## src/rtl/trap_ctrl.sv

```systemverilog
// Machine-mode trap controller: arbitrates exceptions, interrupts and mret, then runs COMMIT/REDIRECT.
// Optional macro TRAP_VECTORED_EN enables vectored interrupt targets when mtvec.MODE == 1.
module trap_ctrl #(
    parameter int NUM_SRC = 4,
    parameter int XLEN    = 32
) (
    input  logic                          clk,
    input  logic                          rst,
    input  logic [NUM_SRC-1:0][5:0]       exc_i,
    input  logic [NUM_SRC-1:0][XLEN-1:0]  epc_i,
    input  logic [NUM_SRC-1:0][XLEN-1:0]  tval_i,
    input  logic [3:0]                    irq_i,
    input  logic                          mstatus_mie_i,
    input  logic                          int_window_i,
    input  logic [XLEN-1:0]               int_pc_i,
    input  logic                          mret_i,
    input  logic [XLEN-1:0]               mtvec_i,
    input  logic [XLEN-1:0]               mepc_i,
    input  logic                          redirect_ready_i,
    output logic                          flush_o,
    output logic                          csr_trap_we_o,
    output logic                          csr_mret_we_o,
    output logic [XLEN-1:0]               mepc_o,
    output logic [XLEN-1:0]               mtval_o,
    output logic [XLEN-1:0]               mcause_o,
    output logic                          redirect_valid_o,
    output logic [XLEN-1:0]               redirect_pc_o,
    output logic                          busy_o
);

    typedef enum logic [1:0] {IDLE, COMMIT, REDIRECT} state_t;

    state_t            state, state_d;
    logic              is_mret_d;
    logic [XLEN-1:0]   mepc_d, mcause_d, mtval_d, pc_d;

    logic              exc_hit;
    logic [4:0]        exc_code;
    logic [XLEN-1:0]   exc_epc, exc_tval;
    logic              irq_take;
    logic [4:0]        irq_code;
    logic [XLEN-1:0]   base, irq_pc;

    function automatic logic [XLEN-1:0] pad_exc_code(input logic intr, input logic [4:0] code);
        return {intr, {(XLEN-6){1'b0}}, code};
    endfunction

    // Lowest index is the oldest stage, so scan downwards and let it overwrite.
    always_comb begin
        exc_hit  = 1'b0;
        exc_code = '0;
        exc_epc  = '0;
        exc_tval = '0;
        for (int i = NUM_SRC-1; i >= 0; i--) begin
            if (exc_i[i][5]) begin
                exc_hit  = 1'b1;
                exc_code = exc_i[i][4:0];
                exc_epc  = epc_i[i];
                exc_tval = tval_i[i];
            end
        end
    end

    // irq_i = {LCOF, MEI, MTI, MSI}; priority MEI > MSI > MTI > LCOF.
    always_comb begin
        irq_take = mstatus_mie_i & int_window_i & (|irq_i);
        if (irq_i[2])      irq_code = 5'd11;
        else if (irq_i[0]) irq_code = 5'd3;
        else if (irq_i[1]) irq_code = 5'd7;
        else               irq_code = 5'd13;
    end

    assign base = {mtvec_i[XLEN-1:2], 2'b00};

`ifdef TRAP_VECTORED_EN
    assign irq_pc = (mtvec_i[1:0] == 2'b01)
                  ? base + {{(XLEN-7){1'b0}}, irq_code, 2'b00}
                  : base;
`else
    assign irq_pc = base;
`endif

    logic unused_bits;
    assign unused_bits = &{1'b0, mtvec_i[1:0], mepc_i[1:0]};

    always_comb begin
        state_d   = state;
        is_mret_d = csr_mret_we_o;
        mepc_d    = mepc_o;
        mcause_d  = mcause_o;
        mtval_d   = mtval_o;
        pc_d      = redirect_pc_o;
        case (state)
            IDLE: begin
                if (exc_hit) begin
                    state_d   = COMMIT;
                    is_mret_d = 1'b0;
                    mepc_d    = exc_epc;
                    mcause_d  = pad_exc_code(1'b0, exc_code);
                    mtval_d   = exc_tval;
                    pc_d      = base;
                end else if (irq_take) begin
                    state_d   = COMMIT;
                    is_mret_d = 1'b0;
                    mepc_d    = int_pc_i;
                    mcause_d  = pad_exc_code(1'b1, irq_code);
                    mtval_d   = '0;
                    pc_d      = irq_pc;
                end else if (mret_i) begin
                    // mret leaves the trap CSR values untouched; only the target moves.
                    state_d   = COMMIT;
                    is_mret_d = 1'b1;
                    pc_d      = {mepc_i[XLEN-1:2], 2'b00};
                end
            end
            COMMIT:   state_d = REDIRECT;
            REDIRECT: if (redirect_ready_i) state_d = IDLE;
            default:  state_d = IDLE;
        endcase
    end

    // Outputs are flops loaded from the next-state decode, so none of them sees inputs combinationally.
    always_ff @(posedge clk) begin
        if (rst) begin
            state            <= IDLE;
            flush_o          <= 1'b0;
            csr_trap_we_o    <= 1'b0;
            csr_mret_we_o    <= 1'b0;
            redirect_valid_o <= 1'b0;
            busy_o           <= 1'b0;
            mepc_o           <= '0;
            mcause_o         <= '0;
            mtval_o          <= '0;
            redirect_pc_o    <= '0;
        end else begin
            state            <= state_d;
            flush_o          <= (state_d == COMMIT);
            csr_trap_we_o    <= (state_d == COMMIT) && !is_mret_d;
            csr_mret_we_o    <= (state_d == COMMIT) && is_mret_d;
            redirect_valid_o <= (state_d == REDIRECT);
            busy_o           <= (state_d != IDLE);
            mepc_o           <= mepc_d;
            mcause_o         <= mcause_d;
            mtval_o          <= mtval_d;
            redirect_pc_o    <= pc_d;
        end
    end

endmodule

```

## config.mk

```make
export PLATFORM = sky130hd
export DESIGN_NAME = trap_ctrl
export DESIGN_NICKNAME = d
export VERILOG_FILES = /design/src/rtl/trap_ctrl.sv
export SDC_FILE = /design/constraint.sdc
export NUM_CORES = 1
export LEC_CHECK = 0
export CORE_AREA = 2 2 199 201
export CTS_CLUSTER_DIAMETER = 200
export CTS_CLUSTER_SIZE = 25
export DETAILED_ROUTE_END_ITERATION = 16
export DIE_AREA = 0 0 201 203
export PLACE_DENSITY = 0.5
export SYNTH_ARGS = -nofsm -noshare
export SYNTH_HDL_FRONTEND = slang
export SYNTH_SLANG_ARGS = --single-unit
```

## constraint.sdc

```tcl
create_clock -name clk -period 2.4 [get_ports clk]
set_input_delay 0.24 -clock clk [delete_from_list [all_inputs] [get_ports clk]]
set_output_delay 0.24 -clock clk [all_outputs]
set_load 0.01 [all_outputs]
```

==> results.cfg <==
[hold_path]
worstHoldPathType = in -> reg

[cts]
insertion_delay_ps = 380
ctsResizeCount = 0
cts.sinks = 107
root_buffer = clkbuf_16
cts_tree = built
cts_buffers = 9
cts_setup_buffers = 0
ctsHoldBuffers = 0
h-tree-depth = 3
clk_pin_slew_ps = 80
cts_max_path_buffers = 2

[grt]
grt_first_pass_wirelength_mm = 49.3
grt_overflow = 0
first_global_vias = 7654
grtUsageTotal = 0.160
antenna_found_initial = 0
grt_max_degree = 66

[worst_setup_path]
crit_type = in -> reg
path_max_fanout = 25
cp.required_ps = 2710
cp-start-kind = input pin
critPathCaptureType = register
cp_data_arrival_time_ps = 2250

[routing]
drc_errors = 0
highest_layer = met4
wirelength_mm = 34.0
wire_per_inst_um = 19.7
drt_iter0_markers = 382
final_antenna_net_count = 0
viasPerCell = 4.45
drt-met1-wl_mm = 14.3
vias = 7664
wl_met3_mm = 2.50
wl_met2_mm = 16.6
drt-pass1-iter-count = 5

[sta]
fmax_ghz = 0.514
tns_ps = 0
holdWs_ps = 228
rsz0062_at_grt = no
tightest_slew_ps = 729
hold_viol = 0
report.final.slew_viol_count = 0
slew_headroom = 0.514
clock_skew_ps = 11.8
post-route-period-util = 0.811
setup_viol = 0
final.min_clock_period_ps = 1950

[synth]
yosys.area.top_type = dfxtp_1
ys_ff_latch = 107
synth_most_common_cell = dfxtp_1
yosysWarningCount = 0
netlist_area_mm2 = 0.00621
synth_ff_type = dfxtp_1
syn_area_per_cell_um2 = 8.25
postSynth.asyncResetShare = 0
synth_edf_count = 0
postSynthCellCount = 752
post_synth_num_cell_types = 38
synth_area_leaders = dfxtp_1 (35%), a22o_1 (9.3%), a221o_1 (5.8%)
synth_commonest_cells = dfxtp_1 (107), a21oi_1 (67), a22o_1 (66), clkbuf_1 (66), inv_1 (66)
ys_seq_area_frac = 0.345
synth.top_cell.area_share = 0.345

[placement]
hpwlAfterDp_mm = 25.9
numPortBuffers = 486
gp_congestion = 0.871
place_area_mm2 = 0.0117

[pwr]
ir_worst_vdd_v = 0.000332
total_leakage_power_nw = 4.45
powerDensity_mw_per_mm2 = 478
p_total_w = 0.00572

[finish]
layout.nets = 1587
n_fill_cell = 4111
finalCoreUtilization = 0.311
drive_gt1_frac = 0.0514
fin_area_mm2 = 0.0120
area_growth_pct = 92.9
antenna_cells = 0

[floorplan]
core_region_area_mm2 = 0.0385
ios = 519
core.rowCount = 72
die_h_um = 203
dieArea_mm2 = 0.0408
die_w_um = 201
start_util = 0.161

[run]
max_cap_viol_count = 0

[run_status]
status = completed
==> logic make-up (layout without fill, tap and decap cells) <==
kind of cell | Yosys count | count (layout) | share of synthesized area
AO/OA/AOI/OAI | 312 | 312 | 0.404
buffers and inverters | 175 | 602 | 0.126
AND/OR/NAND/NOR | 156 | 156 | 0.123
flip-flops | 107 | 107 | 0.345
other | 1 | 28 | 0.000604
multiplexers | 1 | 1 | 0.00161
==> power by group <==
group / total, W / leakage, nW / internal, W / switching (W)
Sequential: 0.00209 / 0.885 / 0.00198 / 0.000106
Combinational: 0.00212 / 3.43 / 0.00124 / 0.000872
Clock: 0.00152 / 0.132 / 0.000740 / 0.000779
Total: 0.00572 / 4.45 / 0.00396 / 0.00176
==> worst max-delay path, stage by stage <==
cell	delay [ps]
clkdlybuf4s50_1	530
nor4_4	460
o21ai_2	220
a21oi_4	410
buf_12	240
o2bb2ai_1	140
==> metal layers <==
metal | vias to the layer above | track usage
met5 | - | 0
met4 | 0 | 0.0492
met3 | 29 | 0.0457
met2 | 323 | 0.269
met1 | 3636 | 0.197
li1 | 3676 | -
==> sequential cells by signal, indices dropped and copies added (netlist names) <==
name and flops:
mepc_o 32, mtval_o 32, redirect_pc_o 30, mcause_o 6, state 2, busy_o 1
csr_mret_we_o 1, csr_trap_we_o 1, flush_o 1, redirect_valid_o 1
==> final cells by class <==
cell class,instances,area (um2),area share
Timing Repair Buffer,519,5240,0.437
Multi-Input combinational cell,497,3420,0.285
Sequential cell,107,2140,0.179
Tap cell,518,648,0.0541
Inverter,67,251,0.0210
Clock buffer,11,243,0.0203
Clock inverter,5,37.5,0.00313
==> cells in the final DEF, fill, tap and decap left out, types with 2 or more instances in the layout <==
cell type and instances:
nor2_1 37, o31ai_1 33, a2111oi_1 29, o21ai_2 2, buf_12 11, o21ai_0 2, o21a_1 3, nor3_1 33
clkdlybuf4s50_1 482, a221oi_1 36, or2_2 2, conb_1 28, nor2b_1 35, a22o_1 66, a221o_1 36, a21oi_1 67
buf_4 25, clkinvlp_4 2, dfxtp_1 107, o2bb2ai_1 32, clkbuf_16 9, or4_1 2, inv_1 66, nand2_1 39
==> stage by stage <==
step	worst slack (ps)	cells
floorplan	618	779
detailed placement	78.8	1708
global route	314	1724
global placement	138	1708
finish	453	1724
CTS	497	1724
==> path summary, 6_finish.rpt <==
check	end	from	slack [ps]	depth (start not counted)
setup / recovery	mepc_o[19]	exc_i[23]	450	6
hold / removal	mcause_o[0]	rst	230	2
setup reg to reg	mepc_o[19]	state[1]	670	5
hold reg to reg	redirect_pc_o[12]	redirect_pc_o[12]	460	2
Note: power is estimated with default switching activity, not from simulation.
